File: src/rtl/lcd_text_driver_pkg.sv
// lcd_pkg: shared types, command bytes and helper functions for the
// HD44780 text driver (lcd_text_driver, lcd_xfer).
package lcd_pkg;

  // Top-level sequencing states.
  typedef enum logic [2:0] {
    S_POWERUP,
    S_INIT,
    S_IDLE,
    S_ADDR1,
    S_LINE1,
    S_ADDR2,
    S_LINE2,
    S_DONE
  } state_e;

  // Phases of one bus transfer inside lcd_xfer.
  typedef enum logic [1:0] {
    X_IDLE,
    X_SETUP,
    X_PULSE,
    X_WAIT
  } xfer_phase_e;

  localparam logic [7:0] LCD_FUNCSET = 8'h38;
  localparam logic [7:0] LCD_DISPON  = 8'h0C;
  localparam logic [7:0] LCD_ENTRY   = 8'h06;
  localparam logic [7:0] LCD_CLEAR   = 8'h01;
  localparam logic [7:0] LCD_LINE1   = 8'h80;
  localparam logic [7:0] LCD_LINE2   = 8'hC0;

  // Shared width of the power-up counter and the transfer timing counter.
  localparam int TIMER_W = 20;

  // Control bytes 0x00-0x1F show as blanks; everything else passes through.
  function automatic logic [7:0] map_char(input logic [7:0] b);
    return (b < 8'h20) ? 8'h20 : b;
  endfunction

  // Init command list, in the order the controller needs them.
  function automatic logic [7:0] init_cmd(input logic [1:0] i);
    case (i)
      2'd0:    return LCD_FUNCSET;
      2'd1:    return LCD_DISPON;
      2'd2:    return LCD_ENTRY;
      default: return LCD_CLEAR;
    endcase
  endfunction

  // Character c of a 256-bit buffer sits at bits [255-8c -: 8];
  // 255-8c equals {~c, 3'b111} for a 5-bit c.
  function automatic logic [7:0] buf_char(input logic [255:0] b, input logic [4:0] c);
    return map_char(b[{~c, 3'b111} -: 8]);
  endfunction

endpackage

File: src/rtl/lcd_text_driver_if.sv
// lcd_text_driver_if: write-only 8-bit parallel HD44780 bus.
//   lcd_rs   : 0 = command, 1 = data
//   lcd_rw   : always 0 (write-only)
//   lcd_e    : enable strobe, data latched by the LCD on its falling edge
//   lcd_data : 8-bit data bus
// master = the driver, slave = the display (or a monitor).
interface lcd_text_driver_if;
  logic       lcd_rs;
  logic       lcd_rw;
  logic       lcd_e;
  logic [7:0] lcd_data;

  modport master (output lcd_rs, output lcd_rw, output lcd_e, output lcd_data);
  modport slave  (input  lcd_rs, input  lcd_rw, input  lcd_e, input  lcd_data);
endinterface

File: src/rtl/lcd_text_driver_xfer.sv
// lcd_xfer: one LCD bus transfer = 1 setup cycle + EnPulseCycles with
// lcd_e high + a wait (CmdWaitCycles, or ClearWaitCycles when long_wait).
// lcd_rs/lcd_data are registered at start and held until the next start.
// Ports:
//   start, rs, data, long_wait : transfer request and its contents
//   done                       : one-cycle pulse in the last wait cycle
//   lcd_e, lcd_rs, lcd_data    : registered bus outputs
//   phase_dbg                  : current transfer phase
// Handshake: start is accepted when the block is idle or in its done cycle
// (so back-to-back transfers need no gap); a start at any other time is
// ignored. The setup cycle is the cycle after the accepting edge.
module lcd_xfer
  import lcd_pkg::*;
#(
  parameter int EnPulseCycles   = 12,
  parameter int CmdWaitCycles   = 2500,
  parameter int ClearWaitCycles = 80000
) (
  input  logic        clk,
  input  logic        rst_n,
  input  logic        start,
  input  logic        rs,
  input  logic [7:0]  data,
  input  logic        long_wait,
  output logic        done,
  output logic        lcd_e,
  output logic        lcd_rs,
  output logic [7:0]  lcd_data,
  output xfer_phase_e phase_dbg
);

  localparam logic [TIMER_W-1:0] EN_LAST  = TIMER_W'(EnPulseCycles - 1);
  localparam logic [TIMER_W-1:0] CMD_LAST = TIMER_W'(CmdWaitCycles - 1);
  localparam logic [TIMER_W-1:0] CLR_LAST = TIMER_W'(ClearWaitCycles - 1);

  xfer_phase_e        phase_q, phase_d;
  logic [TIMER_W-1:0] cnt_q, cnt_d;
  logic [TIMER_W-1:0] wait_last;
  logic               rs_q, rs_d;
  logic               long_q, long_d;
  logic               e_q, e_d;
  logic [7:0]         data_q, data_d;

  always_comb begin
    phase_d   = phase_q;
    cnt_d     = cnt_q;
    rs_d      = rs_q;
    data_d    = data_q;
    long_d    = long_q;
    done      = 1'b0;
    wait_last = long_q ? CLR_LAST : CMD_LAST;

    case (phase_q)
      X_SETUP: begin
        phase_d = X_PULSE;
        cnt_d   = '0;
      end
      X_PULSE: begin
        if (cnt_q == EN_LAST) begin
          phase_d = X_WAIT;
          cnt_d   = '0;
        end else begin
          cnt_d = cnt_q + TIMER_W'(1);
        end
      end
      X_WAIT: begin
        if (cnt_q == wait_last) begin
          done    = 1'b1;
          phase_d = X_IDLE;
          cnt_d   = '0;
        end else begin
          cnt_d = cnt_q + TIMER_W'(1);
        end
      end
      default: ;
    endcase

    if (start && ((phase_q == X_IDLE) || done)) begin
      phase_d = X_SETUP;
      cnt_d   = '0;
      rs_d    = rs;
      data_d  = data;
      long_d  = long_wait;
    end

    // Registered strobe so lcd_e is glitch-free and drops on async reset.
    e_d = (phase_d == X_PULSE);
  end

  always_ff @(posedge clk or negedge rst_n) begin
    if (!rst_n) begin
      phase_q <= X_IDLE;
      cnt_q   <= '0;
      rs_q    <= 1'b0;
      data_q  <= 8'h00;
      long_q  <= 1'b0;
      e_q     <= 1'b0;
    end else begin
      phase_q <= phase_d;
      cnt_q   <= cnt_d;
      rs_q    <= rs_d;
      data_q  <= data_d;
      long_q  <= long_d;
      e_q     <= e_d;
    end
  end

  assign lcd_e     = e_q;
  assign lcd_rs    = rs_q;
  assign lcd_data  = data_q;
  assign phase_dbg = phase_q;

endmodule

File: src/rtl/lcd_text_driver.sv
// lcd_text_driver: runs the HD44780 init sequence after reset, then
// repeatedly writes both 16-char lines from a per-frame snapshot of
// DisplayBuffer (char c = DisplayBuffer[255-8c -: 8]).
// Ports:
//   clk, rst_n      : clock, async active-low reset
//   DisplayBuffer   : 32 chars x 8 bits
//   RefreshEn       : start another frame (sampled in S_IDLE only)
//   lcd             : LCD bus (master side)
//   InitDone        : set after the clear command completes, reset-only clear
//   FrameDone       : one-cycle pulse after the last char of a frame
//   state_dbg       : sequencer state
//   xfer_phase_dbg  : transfer phase
module lcd_text_driver
  import lcd_pkg::*;
#(
  parameter int DisplayBufferSize = 256,
  parameter int PowerUpCycles     = 750000,
  parameter int EnPulseCycles     = 12,
  parameter int CmdWaitCycles     = 2500,
  parameter int ClearWaitCycles   = 80000
) (
  input  logic                         clk,
  input  logic                         rst_n,
  input  logic [DisplayBufferSize-1:0] DisplayBuffer,
  input  logic                         RefreshEn,
  lcd_text_driver_if.master            lcd,
  output logic                         InitDone,
  output logic                         FrameDone,
  output state_e                       state_dbg,
  output xfer_phase_e                  xfer_phase_dbg
);

  localparam logic [TIMER_W-1:0] PU_LAST = TIMER_W'(PowerUpCycles - 1);

  state_e                       state_q, state_d;
  logic [TIMER_W-1:0]           pu_q, pu_d;
  logic [1:0]                   ci_q, ci_d;
  logic [4:0]                   idx_q, idx_d;
  logic [DisplayBufferSize-1:0] snap_q, snap_d;
  logic                         init_done_q, init_done_d;
  logic                         frame_done_q, frame_done_d;

  logic       x_start, x_rs, x_long, x_done;
  logic [7:0] x_data;
  logic [4:0] next_idx;
  logic [7:0] next_cmd;

  lcd_xfer #(
    .EnPulseCycles  (EnPulseCycles),
    .CmdWaitCycles  (CmdWaitCycles),
    .ClearWaitCycles(ClearWaitCycles)
  ) u_xfer (
    .clk      (clk),
    .rst_n    (rst_n),
    .start    (x_start),
    .rs       (x_rs),
    .data     (x_data),
    .long_wait(x_long),
    .done     (x_done),
    .lcd_e    (lcd.lcd_e),
    .lcd_rs   (lcd.lcd_rs),
    .lcd_data (lcd.lcd_data),
    .phase_dbg(xfer_phase_dbg)
  );

  // Each transfer is started in the cycle the previous one reports done,
  // so transfers run back-to-back with no idle cycle between them.
  always_comb begin
    state_d      = state_q;
    pu_d         = pu_q;
    ci_d         = ci_q;
    idx_d        = idx_q;
    snap_d       = snap_q;
    init_done_d  = init_done_q;
    x_start      = 1'b0;
    x_rs         = 1'b0;
    x_data       = 8'h00;
    x_long       = 1'b0;
    next_idx     = idx_q + 5'd1;
    next_cmd     = init_cmd(ci_q + 2'd1);

    case (state_q)
      S_POWERUP: begin
        if (pu_q == PU_LAST) begin
          x_start = 1'b1;
          x_data  = LCD_FUNCSET;
          ci_d    = 2'd0;
          state_d = S_INIT;
        end else begin
          pu_d = pu_q + TIMER_W'(1);
        end
      end
      S_INIT: begin
        if (x_done) begin
          if (ci_q == 2'd3) begin
            init_done_d = 1'b1;
            state_d     = S_IDLE;
          end else begin
            ci_d    = ci_q + 2'd1;
            x_start = 1'b1;
            x_data  = next_cmd;
            x_long  = (next_cmd == LCD_CLEAR);
          end
        end
      end
      S_IDLE: begin
        if (RefreshEn) begin
          snap_d  = DisplayBuffer;
          x_start = 1'b1;
          x_data  = LCD_LINE1;
          state_d = S_ADDR1;
        end
      end
      S_ADDR1: begin
        if (x_done) begin
          x_start = 1'b1;
          x_rs    = 1'b1;
          x_data  = buf_char(snap_q, idx_q);
          state_d = S_LINE1;
        end
      end
      S_LINE1: begin
        if (x_done) begin
          idx_d   = next_idx;
          x_start = 1'b1;
          if (idx_q == 5'd15) begin
            x_data  = LCD_LINE2;
            state_d = S_ADDR2;
          end else begin
            x_rs   = 1'b1;
            x_data = buf_char(snap_q, next_idx);
          end
        end
      end
      S_ADDR2: begin
        if (x_done) begin
          x_start = 1'b1;
          x_rs    = 1'b1;
          x_data  = buf_char(snap_q, idx_q);
          state_d = S_LINE2;
        end
      end
      S_LINE2: begin
        if (x_done) begin
          // idx wraps 31 -> 0 here, ready for the next frame.
          idx_d = next_idx;
          if (idx_q == 5'd31) begin
            state_d = S_DONE;
          end else begin
            x_start = 1'b1;
            x_rs    = 1'b1;
            x_data  = buf_char(snap_q, next_idx);
          end
        end
      end
      S_DONE: state_d = S_IDLE;
      default: state_d = S_POWERUP;
    endcase

    frame_done_d = (state_d == S_DONE);
  end

  always_ff @(posedge clk or negedge rst_n) begin
    if (!rst_n) begin
      state_q      <= S_POWERUP;
      pu_q         <= '0;
      ci_q         <= 2'd0;
      idx_q        <= 5'd0;
      snap_q       <= '0;
      init_done_q  <= 1'b0;
      frame_done_q <= 1'b0;
    end else begin
      state_q      <= state_d;
      pu_q         <= pu_d;
      ci_q         <= ci_d;
      idx_q        <= idx_d;
      snap_q       <= snap_d;
      init_done_q  <= init_done_d;
      frame_done_q <= frame_done_d;
    end
  end

  assign lcd.lcd_rw = 1'b0;
  assign InitDone   = init_done_q;
  assign FrameDone  = frame_done_q;
  assign state_dbg  = state_q;

endmodule

File: src/flat_wrapper.sv
// flat-port wrapper written by rule: the top's interface ports become plain ports
module lcd_text_driver_flat import lcd_pkg::*;
#(
  parameter int DisplayBufferSize = 256,
  parameter int PowerUpCycles     = 750000,
  parameter int EnPulseCycles     = 12,
  parameter int CmdWaitCycles     = 2500,
  parameter int ClearWaitCycles   = 80000
)
  (clk, rst_n, DisplayBuffer, RefreshEn, InitDone, FrameDone, state_dbg, xfer_phase_dbg, lcd_lcd_rs, lcd_lcd_rw, lcd_lcd_e, lcd_lcd_data);
  lcd_text_driver_if lcd_i ();
  input  logic clk;
  input  logic rst_n;
  input  logic [DisplayBufferSize-1:0] DisplayBuffer;
  input  logic RefreshEn;
  output logic InitDone;
  output logic FrameDone;
  output state_e state_dbg;
  output xfer_phase_e xfer_phase_dbg;
  output wire logic [$bits(lcd_i.lcd_rs)-1:0] lcd_lcd_rs;
  output wire logic [$bits(lcd_i.lcd_rw)-1:0] lcd_lcd_rw;
  output wire logic [$bits(lcd_i.lcd_e)-1:0] lcd_lcd_e;
  output wire logic [$bits(lcd_i.lcd_data)-1:0] lcd_lcd_data;
  assign lcd_lcd_rs = lcd_i.lcd_rs;
  assign lcd_lcd_rw = lcd_i.lcd_rw;
  assign lcd_lcd_e = lcd_i.lcd_e;
  assign lcd_lcd_data = lcd_i.lcd_data;
  lcd_text_driver #(.DisplayBufferSize(DisplayBufferSize), .PowerUpCycles(PowerUpCycles), .EnPulseCycles(EnPulseCycles), .CmdWaitCycles(CmdWaitCycles), .ClearWaitCycles(ClearWaitCycles)) u_core (.clk(clk), .rst_n(rst_n), .DisplayBuffer(DisplayBuffer), .RefreshEn(RefreshEn), .lcd(lcd_i), .InitDone(InitDone), .FrameDone(FrameDone), .state_dbg(state_dbg), .xfer_phase_dbg(xfer_phase_dbg));
endmodule
File: config.mk
export PLATFORM = sky130hd
export DESIGN_NAME = lcd_text_driver_flat
export DESIGN_NICKNAME = d
export VERILOG_FILES = /design/src/rtl/lcd_text_driver_pkg.sv /design/src/rtl/lcd_text_driver_if.sv /design/src/rtl/lcd_text_driver_xfer.sv /design/src/rtl/lcd_text_driver.sv /design/src/flat_wrapper.sv
export SDC_FILE = /design/constraint.sdc
export NUM_CORES = 1
export LEC_CHECK = 0
export CAP_MARGIN = 20
export CORE_MARGIN = 2
export CORE_UTILIZATION = 50
export CTS_CLUSTER_DIAMETER = 200
export DETAILED_ROUTE_END_ITERATION = 10
export GPL_ROUTABILITY_DRIVEN = 0
export GPL_TIMING_DRIVEN = 1
export PLACE_DENSITY = 0.75
export SLEW_MARGIN = 20
export SYNTH_ARGS = -nofsm -noshare
export SYNTH_HDL_FRONTEND = slang
export SYNTH_SLANG_ARGS = --single-unit
File: constraint.sdc
create_clock -name clk -period 7.25 [get_ports clk]
set_input_delay 2.175 -clock clk [delete_from_list [all_inputs] [get_ports clk]]
set_output_delay 2.175 -clock clk [all_outputs]
set_load 0.03 [all_outputs]
==> out/metrics.cfg, run 1 <==
[synthesis]
synth.ff_latch_count=321
yosysWarningCount=0
asyncSetResetFlopFracSynth_pct=100
yosys-top-cells-count=321 x sky130_fd_sc_hd__dfrtp_1, 262 x sky130_fd_sc_hd__mux2_2, 122 x sky130_fd_sc_hd__mux4_2
post-synth-top-count-cell=sky130_fd_sc_hd__dfrtp_1
syn-instance-count=1244
synth.lib_cells_used.distinct=65
synthFlopType=sky130_fd_sc_hd__dfrtp_1
post-synth-top-area-cell=sky130_fd_sc_hd__dfrtp_1
syn_area_per_cell_um2=13.8
synthesized_cell_area_um2=17200
seq_area_frac_synth_pct=46.8
syn-num-nets=1513
yosys.area.top_type_share_pct=46.8
synth.area.top_cells=sky130_fd_sc_hd__dfrtp_1 47%, sky130_fd_sc_hd__mux2_2 17%, sky130_fd_sc_hd__mux4_2 16%, sky130_fd_sc_hd__mux2i_1 4.0%, sky130_fd_sc_hd__nand2_1 1.3%
edff_count_synth=0

[sta]
tmin_final_ns=4.38
worst_margin_pin_slew_ns=1.08
finalCritPeriodShare_pct=60.4
timing_max_transition_violations_final=0
finalHoldViolCount=0
slew_headroom_pct=27.3
rsz0062_at_grt=no
skew_ns=0.0221
maxClockFrequency_ghz=0.228
fin_tns_setup_ns=0
setup-violations-final=0

[grt]
grt_overflow_total=0
grt_first_pass_wirelength_mm=72.4
grt_usage_pct=26.3
number_of_antenna_violations_at_the_first_check_in_global_routing=7
grt_max_degree=138
grt_pass1_vias=12400

[power]
switchingPower_uw=806
power-per-cell-area_nw_per_um2=180
swShare_pct=20.7
internal-power_mw=3.09
seq_power_share_pct=45.9
clockPowerShare_pct=49.1
cellLeakagePower_nw=9.18
irDropWorstVdd_uv=148
pwr-share-comb_pct=4.9

[clocking]
tritoncts_num_sinks=321
numCtsBuffers=37
cts_tree=done
path_clk_slew_ns=0.06
cts_htree_levels=2
cts_post_setup_buffers_inserted=0
cts-hold-fix-buffers=0
worst_skew_pair.late_latency_ns=0.53
clock_tree.root_cell=sky130_fd_sc_hd__clkbuf_16
cts.repair.resized=0
clock_path_buffers=3

[placement]
port_buffers=275
place.detailed.hpwl_mm=32.8

[floorplan]
start_util_pct=51.0
core.rowCount=67
fp.dieArea_um2=35800
die_x_extent_um=189
fp.coreArea_um2=33700
i_o_pin_count=277
die_height_um=189

[worst_setup_path]
critical_path.reg2reg.startpoint=u_core.idx_q[1]
cp-startpoint=u_core.idx_q[1]
critical-path-slowest-cell=sky130_fd_sc_hd__ha_4
worst-path-max-fanout=50
cp-endpoint=u_core.u_xfer.lcd_data[3]
worstSetupEndpointType=flip-flop
endpoint_arrival_time_on_the_critical_path_ns=4.75
timing.critical_path.from_type=flip-flop
r2r_end=u_core.u_xfer.lcd_data[3]
criticalPathCategory=flip-flop to flip-flop
r2r_setup_slack_ns=2.87
cp_cell_sequence=ha_4, buf_4, mux4_2, and2_1, o311a_1, nor2_1, a311oi_4, o211ai_1, a32oi_1
max_stage_delay_ns=0.99
r2r_cells=9
worst_ep_required_time_ns=7.62

[route]
routedWlPerCell_um=23.4
first_pass_drt_iterations=5
drt_initial_violations=762
route.detailed.vias_per_inst=6.01
route.vias.total=11900
postRouteAntennaNets=0
routed_wirelength_mm=46.3
post-route-drc-count=0

[final_layout]
layout-drive-gt1-share_pct=31.3
area.growth.synth_to_final_pct=26.0
core_occupancy_in_the_finished_layout_pct=64.2
nets=1761

[run_status]
status=finished, final reports clean

[run]
cap_violations=0

[min_path]
min-delay-path-class=flip-flop to flip-flop

==> critical path, delay by kind of cell, from the launching register on <==
kind                     cells  cell delay, ns
multiplexers                 1            0.55
AO/OA/AOI/OAI                4            0.81
AND/OR/NAND/NOR              2            0.57
buffers and inverters        1            0.54
adder cells (fa/ha/maj)      1            0.99
flip-flops                   1            0.74
==> cell families after synthesis <==
logic type	synth area share [%]
compound gates	4.41
xor+xnor	1.73
fa+ha+maj	0.728
buf+inv	2.38
flops	46.8
mux	37.3
other cells	0.0218
simple gates	6.69
==> state kept, by name, summed over array words and instances (netlist names) <==
| register | flops |
|---|---|
| u_core.snap_q | 256 |
| u_core.pu_q | 20 |
| u_core.u_xfer.cnt_q | 20 |
| u_core.u_xfer.lcd_data | 8 |
| u_core.idx_q | 5 |
| u_core.state_dbg | 3 |
| u_core.ci_q | 2 |
| u_core.u_xfer.phase_dbg | 2 |
| u_core.FrameDone | 1 |
| u_core.InitDone | 1 |
| u_core.u_xfer.lcd_e | 1 |
| u_core.u_xfer.lcd_rs | 1 |
| u_core.u_xfer.long_q | 1 |
==> layer usage <==
layer	GRT usage, %	vias up	wire length [µm]
met5	0	-	54
li1	-	5225	-
met1	35.4	6158	19200
met4	7.01	8	1170
met3	5.60	87	3040
met2	43.7	381	22800
==> worst min-delay path by stage <==
| stage | slack (ns) | to | start | depth (start not counted) |
|---|---|---|---|---|
| 2_1_floorplan | 0.44 | u_core.pu_q[19] | u_core.pu_q[19] | 1 |
| 3_3_place_gp | 0.45 | u_core.InitDone | u_core.InitDone | 1 |
| 3_5_place_dp | 0.46 | u_core.InitDone | u_core.InitDone | 1 |
| 4_1_cts | 0.48 | u_core.pu_q[17] | u_core.pu_q[17] | 1 |
| 5_1_grt | 0.49 | u_core.InitDone | u_core.InitDone | 1 |
| 6_report | 0.47 | u_core.pu_q[17] | u_core.pu_q[17] | 1 |
==> stage by stage <==
stage	instances	area (µm²)	setup WS [ns]	hold WS [ns]	power [mW]
finish	1974	21600	2.87	0.474	3.90
global route	1972	21600	2.63	0.494	4.03
CTS	1968	21600	2.80	0.477	3.94
global placement	1900	20300	2.79	0.449	2.02
floorplan	1244	17200	3.33	0.438	1.83
detailed placement	1900	20300	2.76	0.464	2.02
==> cell usage in the layout, fill, tap and decap left out, types with 5 or more instances in the layout <==
cell type,count
sky130_fd_sc_hd__xor2_1,14
sky130_fd_sc_hd__clkdlybuf4s50_1,274
sky130_fd_sc_hd__nand3_1,32
sky130_fd_sc_hd__and2_1,6
sky130_fd_sc_hd__buf_4,11
sky130_fd_sc_hd__dfrtp_1,319
sky130_fd_sc_hd__nand2_1,61
sky130_fd_sc_hd__mux2i_1,69
sky130_fd_sc_hd__clkinv_2,5
sky130_fd_sc_hd__clkbuf_8,12
sky130_fd_sc_hd__clkbuf_1,9
sky130_fd_sc_hd__xnor2_1,18
sky130_fd_sc_hd__nand4_1,13
sky130_fd_sc_hd__o21ai_0,20
sky130_fd_sc_hd__nor2b_1,13
sky130_fd_sc_hd__a31oi_1,9
sky130_fd_sc_hd__a21oi_1,11
sky130_fd_sc_hd__nor3_1,8
sky130_fd_sc_hd__o21ai_1,24
sky130_fd_sc_hd__mux2_2,262
sky130_fd_sc_hd__ha_1,9
sky130_fd_sc_hd__mux4_2,122
sky130_fd_sc_hd__a22oi_1,11
sky130_fd_sc_hd__and3_1,13
sky130_fd_sc_hd__inv_1,10
sky130_fd_sc_hd__clkbuf_16,39
sky130_fd_sc_hd__o221ai_1,5
sky130_fd_sc_hd__diode_2,5
sky130_fd_sc_hd__nand2b_1,15
sky130_fd_sc_hd__nor2_1,33
==> power groups by stage <==
stage | logic [mW] | clock network, mW | registers (mW)
after floorplan | 0.00226 | 0 | 1.82
after global placement | 0.193 | 0 | 1.82
after detailed placement | 0.194 | 0 | 1.82
after CTS | 0.194 | 1.95 | 1.79
after global routing | 0.205 | 2.03 | 1.79
final | 0.192 | 1.92 | 1.79
==> cell type report <==
class | count | area, µm²
repair buffers | 290 | 2910
clock buffers | 60 | 1170
fillers | 2540 | 12100
diodes | 5 | 12.5
multi-input cells | 829 | 8790
well taps | 448 | 561
clock inverters | 8 | 93.8
flip-flops and latches | 321 | 8040
inverters | 13 | 48.8
Note: power is estimated with default switching activity, not from simulation.
==> run 2, diff against run 1 <==
--- a/config.mk
+++ b/config.mk
@@ -7,12 +7,12 @@
 export LEC_CHECK = 0
 export CAP_MARGIN = 20
 export CORE_MARGIN = 2
-export CORE_UTILIZATION = 50
+export CORE_UTILIZATION = 49
 export CTS_CLUSTER_DIAMETER = 200
 export DETAILED_ROUTE_END_ITERATION = 10
 export GPL_ROUTABILITY_DRIVEN = 0
 export GPL_TIMING_DRIVEN = 1
-export PLACE_DENSITY = 0.75
+export PLACE_DENSITY = 0.77
 export SLEW_MARGIN = 20
 export SYNTH_ARGS = -nofsm -noshare
 export SYNTH_HDL_FRONTEND = slang
==> constraint.sdc (replaced) <==
create_clock -name clk -period 3.6 [get_ports clk]
set_input_delay 1.08 -clock clk [delete_from_list [all_inputs] [get_ports clk]]
set_output_delay 1.08 -clock clk [all_outputs]
set_load 0.03 [all_outputs]
==> out/metrics.cfg, run 2 (synthesis results as in run 1) <==
[run_status]
status=finished, final reports clean

[power]
swShare_pct=20.5  ; -0.19 points
clockPowerShare_pct=50.5  ; +1.4 points
internal-power_mw=6.42  ; +110%
power-per-cell-area_nw_per_um2=366  ; +100%
switchingPower_mw=1.65  ; +100%
irDropWorstVdd_uv=444  ; +200%
cellLeakagePower_nw=9.37  ; +2.1%
seq_power_share_pct=44.7  ; -1.2 points
pwr-share-comb_pct=4.8  ; about the same

[clocking]
clock_tree.root_cell=sky130_fd_sc_hd__clkbuf_16
cts-hold-fix-buffers=0  ; unchanged
tritoncts_num_sinks=321  ; unchanged
cts.repair.resized=0  ; unchanged
cts_tree=done
cts_post_setup_buffers_inserted=0  ; unchanged
worst_skew_pair.late_latency_ns=0.54  ; about the same
numCtsBuffers=38  ; +2.7%
path_clk_slew_ns=0.06  ; about the same
clock_path_buffers=3  ; unchanged
cts_htree_levels=2  ; unchanged

[floorplan]
core.rowCount=68  ; +1.5%
die_height_um=191  ; +0.99%
start_util_pct=49.7  ; -1.2 points
fp.coreArea_um2=34500  ; +2.5%
fp.dieArea_um2=36600  ; +2.0%
i_o_pin_count=277  ; unchanged
die_x_extent_um=191  ; +0.99%

[worst_setup_path]
cp-startpoint=u_core.idx_q[1]
r2r_setup_slack_ns=0.31  ; -2.56 ns
cp-endpoint=u_core.u_xfer.lcd_data[3]
worst-path-max-fanout=16  ; -68%
cpMostUsedCell=sky130_fd_sc_hd__mux4_2
worstSetupEndpointType=flip-flop
r2r_cells=8  ; -1
max_stage_delay_ns=0.53  ; -0.46 ns
critical_path.reg2reg.startpoint=u_core.idx_q[1]
timing.critical_path.from_type=flip-flop
r2r_end=u_core.u_xfer.lcd_data[3]
critical-path-slowest-cell=sky130_fd_sc_hd__mux4_2
criticalPathCategory=flip-flop to flip-flop
worst_ep_required_time_ns=3.98  ; -3.64 ns
endpoint_arrival_time_on_the_critical_path_ns=3.67  ; -1.08 ns
cp_cell_sequence=ha_4, buf_12, mux4_2, mux4_2, mux2i_1, a311oi_4, o211ai_1, a32oi_1

[grt]
grt_first_pass_wirelength_mm=73.2  ; +1.1%
grt_max_degree=92  ; -33%
grt_usage_pct=26.4  ; +0.076 points
number_of_antenna_violations_at_the_first_check_in_global_routing=7  ; unchanged
grt_pass1_vias=12600  ; +1.1%
grt_overflow_total=0  ; unchanged

[final_layout]
final_cell_mix=319 x sky130_fd_sc_hd__dfrtp_1, 274 x sky130_fd_sc_hd__clkdlybuf4s50_1, 262 x sky130_fd_sc_hd__mux2_2
final.fill_count=2591  ; +2.0%
max_flop_register=u_core.snap_q
layout_top_registers=u_core.snap_q: 256 flops, u_core.pu_q: 20 flops, u_core.u_xfer.cnt_q: 20 flops
nets=1788  ; +1.5%
final-seq-area_um2=8040  ; unchanged
multi_input_area_um2=8790  ; unchanged
layout-drive-gt1-share_pct=32.6  ; +1.3 points
commonest_non_fill_non_tap_cell_in_the_layout=sky130_fd_sc_hd__dfrtp_1
largest_reg_flops=256  ; unchanged
design_area_um2=22000  ; +1.8%
area.growth.synth_to_final_pct=28.2

[sta]
hold-worst-slack_ns=0.467  ; -0.00727 ns
tmin_final_ns=3.29  ; -1.09 ns
maxClockFrequency_ghz=0.304  ; +33%
finalHoldViolCount=0  ; unchanged
slew_headroom_pct=32.9  ; +5.6 points
setup-violations-final=0  ; unchanged
rsz0062_at_grt=no
skew_ns=0.0295  ; +0.00734 ns
timing_max_transition_violations_final=0  ; unchanged
worst_margin_pin_slew_ns=0.999  ; -0.0843 ns
finalCritPeriodShare_pct=91.5  ; +31 points
fin_tns_setup_ns=0  ; unchanged

[route]
route.detailed.vias_per_inst=6.08  ; +1.2%
routed_wirelength_mm=47.3  ; +2.1%
post-route-drc-count=0  ; unchanged
route.vias.total=12200  ; +2.5%
first_pass_drt_iterations=5  ; unchanged
drt_initial_violations=1052  ; +38%
postRouteAntennaNets=0  ; unchanged
routedWlPerCell_um=23.6  ; +0.79%

[run]
cap_violations=0  ; unchanged

[min_path]
min-delay-path-class=flip-flop to flip-flop
min_delay_path_depth=1  ; unchanged

[placement]
place_area_um2=20700  ; +1.7%
port_buffers=275  ; unchanged
place.detailed.hpwl_mm=34.9  ; +6.3%

==> run 2: critical path, delay by kind of cell, from the launching register on <==
family	cells	cell delay, ns
buf+inv	1	0.22
mux	3	1.49
flops	1	0.50
compound gates	3	0.46
fa+ha+maj	1	0.44
==> run 2: power groups by stage <==
| stage | combinational [mW] | sequential, mW | clock [mW] |
|---|---|---|---|
| 6_report | 0.385 | 3.61 | 4.07 |
| 5_1_grt | 0.414 | 3.61 | 4.29 |
| 4_1_cts | 0.391 | 3.61 | 4.15 |
| 3_5_place_dp | 0.389 | 3.67 | 0 |
| 3_3_place_gp | 0.387 | 3.67 | 0 |
| 2_1_floorplan | 0.00454 | 3.67 | 0 |
==> run 2: worst min path at each step <==
stage | start | endpoint
6_report | u_core.pu_q[19] | u_core.pu_q[19]
5_1_grt | u_core.pu_q[19] | u_core.pu_q[19]
4_1_cts | u_core.pu_q[19] | u_core.pu_q[19]
3_5_place_dp | u_core.pu_q[19] | u_core.pu_q[19]
3_3_place_gp | u_core.pu_q[19] | u_core.pu_q[19]
2_1_floorplan | u_core.pu_q[19] | u_core.pu_q[19]
==> run 2: area by class of cell <==
class	instances	share of cell area, %
repair buffers	316	14.7
clock buffers	50	4.94
clock inverters	13	1.10
well taps	455	2.59
multi-input cells	829	39.9
flip-flops and latches	321	36.5
inverters	13	0.222
diodes	3	0.0341
==> run 2: stage by stage <==
step	total power, mW	utilization (%)	instances	setup slack [ns]
after global placement	4.06	59.9	1934	0.442
after detailed placement	4.06	59.9	1934	0.401
final	8.07	63.7	2000	0.307
after floorplan	3.68	-	1244	0.437
after CTS	8.15	63.7	1997	0.357
after global routing	8.31	63.7	2000	0.190
==> run 2: per-layer routing <==
| layer | vias up | GRT usage (%) | part of all wire [%] |
|---|---|---|---|
| met2 | 545 | 42.6 | 48 |
| met3 | 107 | 6.30 | 8.3 |
| met1 | 6230 | 35.4 | 40 |
| met5 | - | 0 | 0.089 |
| met4 | 6 | 8.37 | 3.1 |
| li1 | 5269 | - | - |
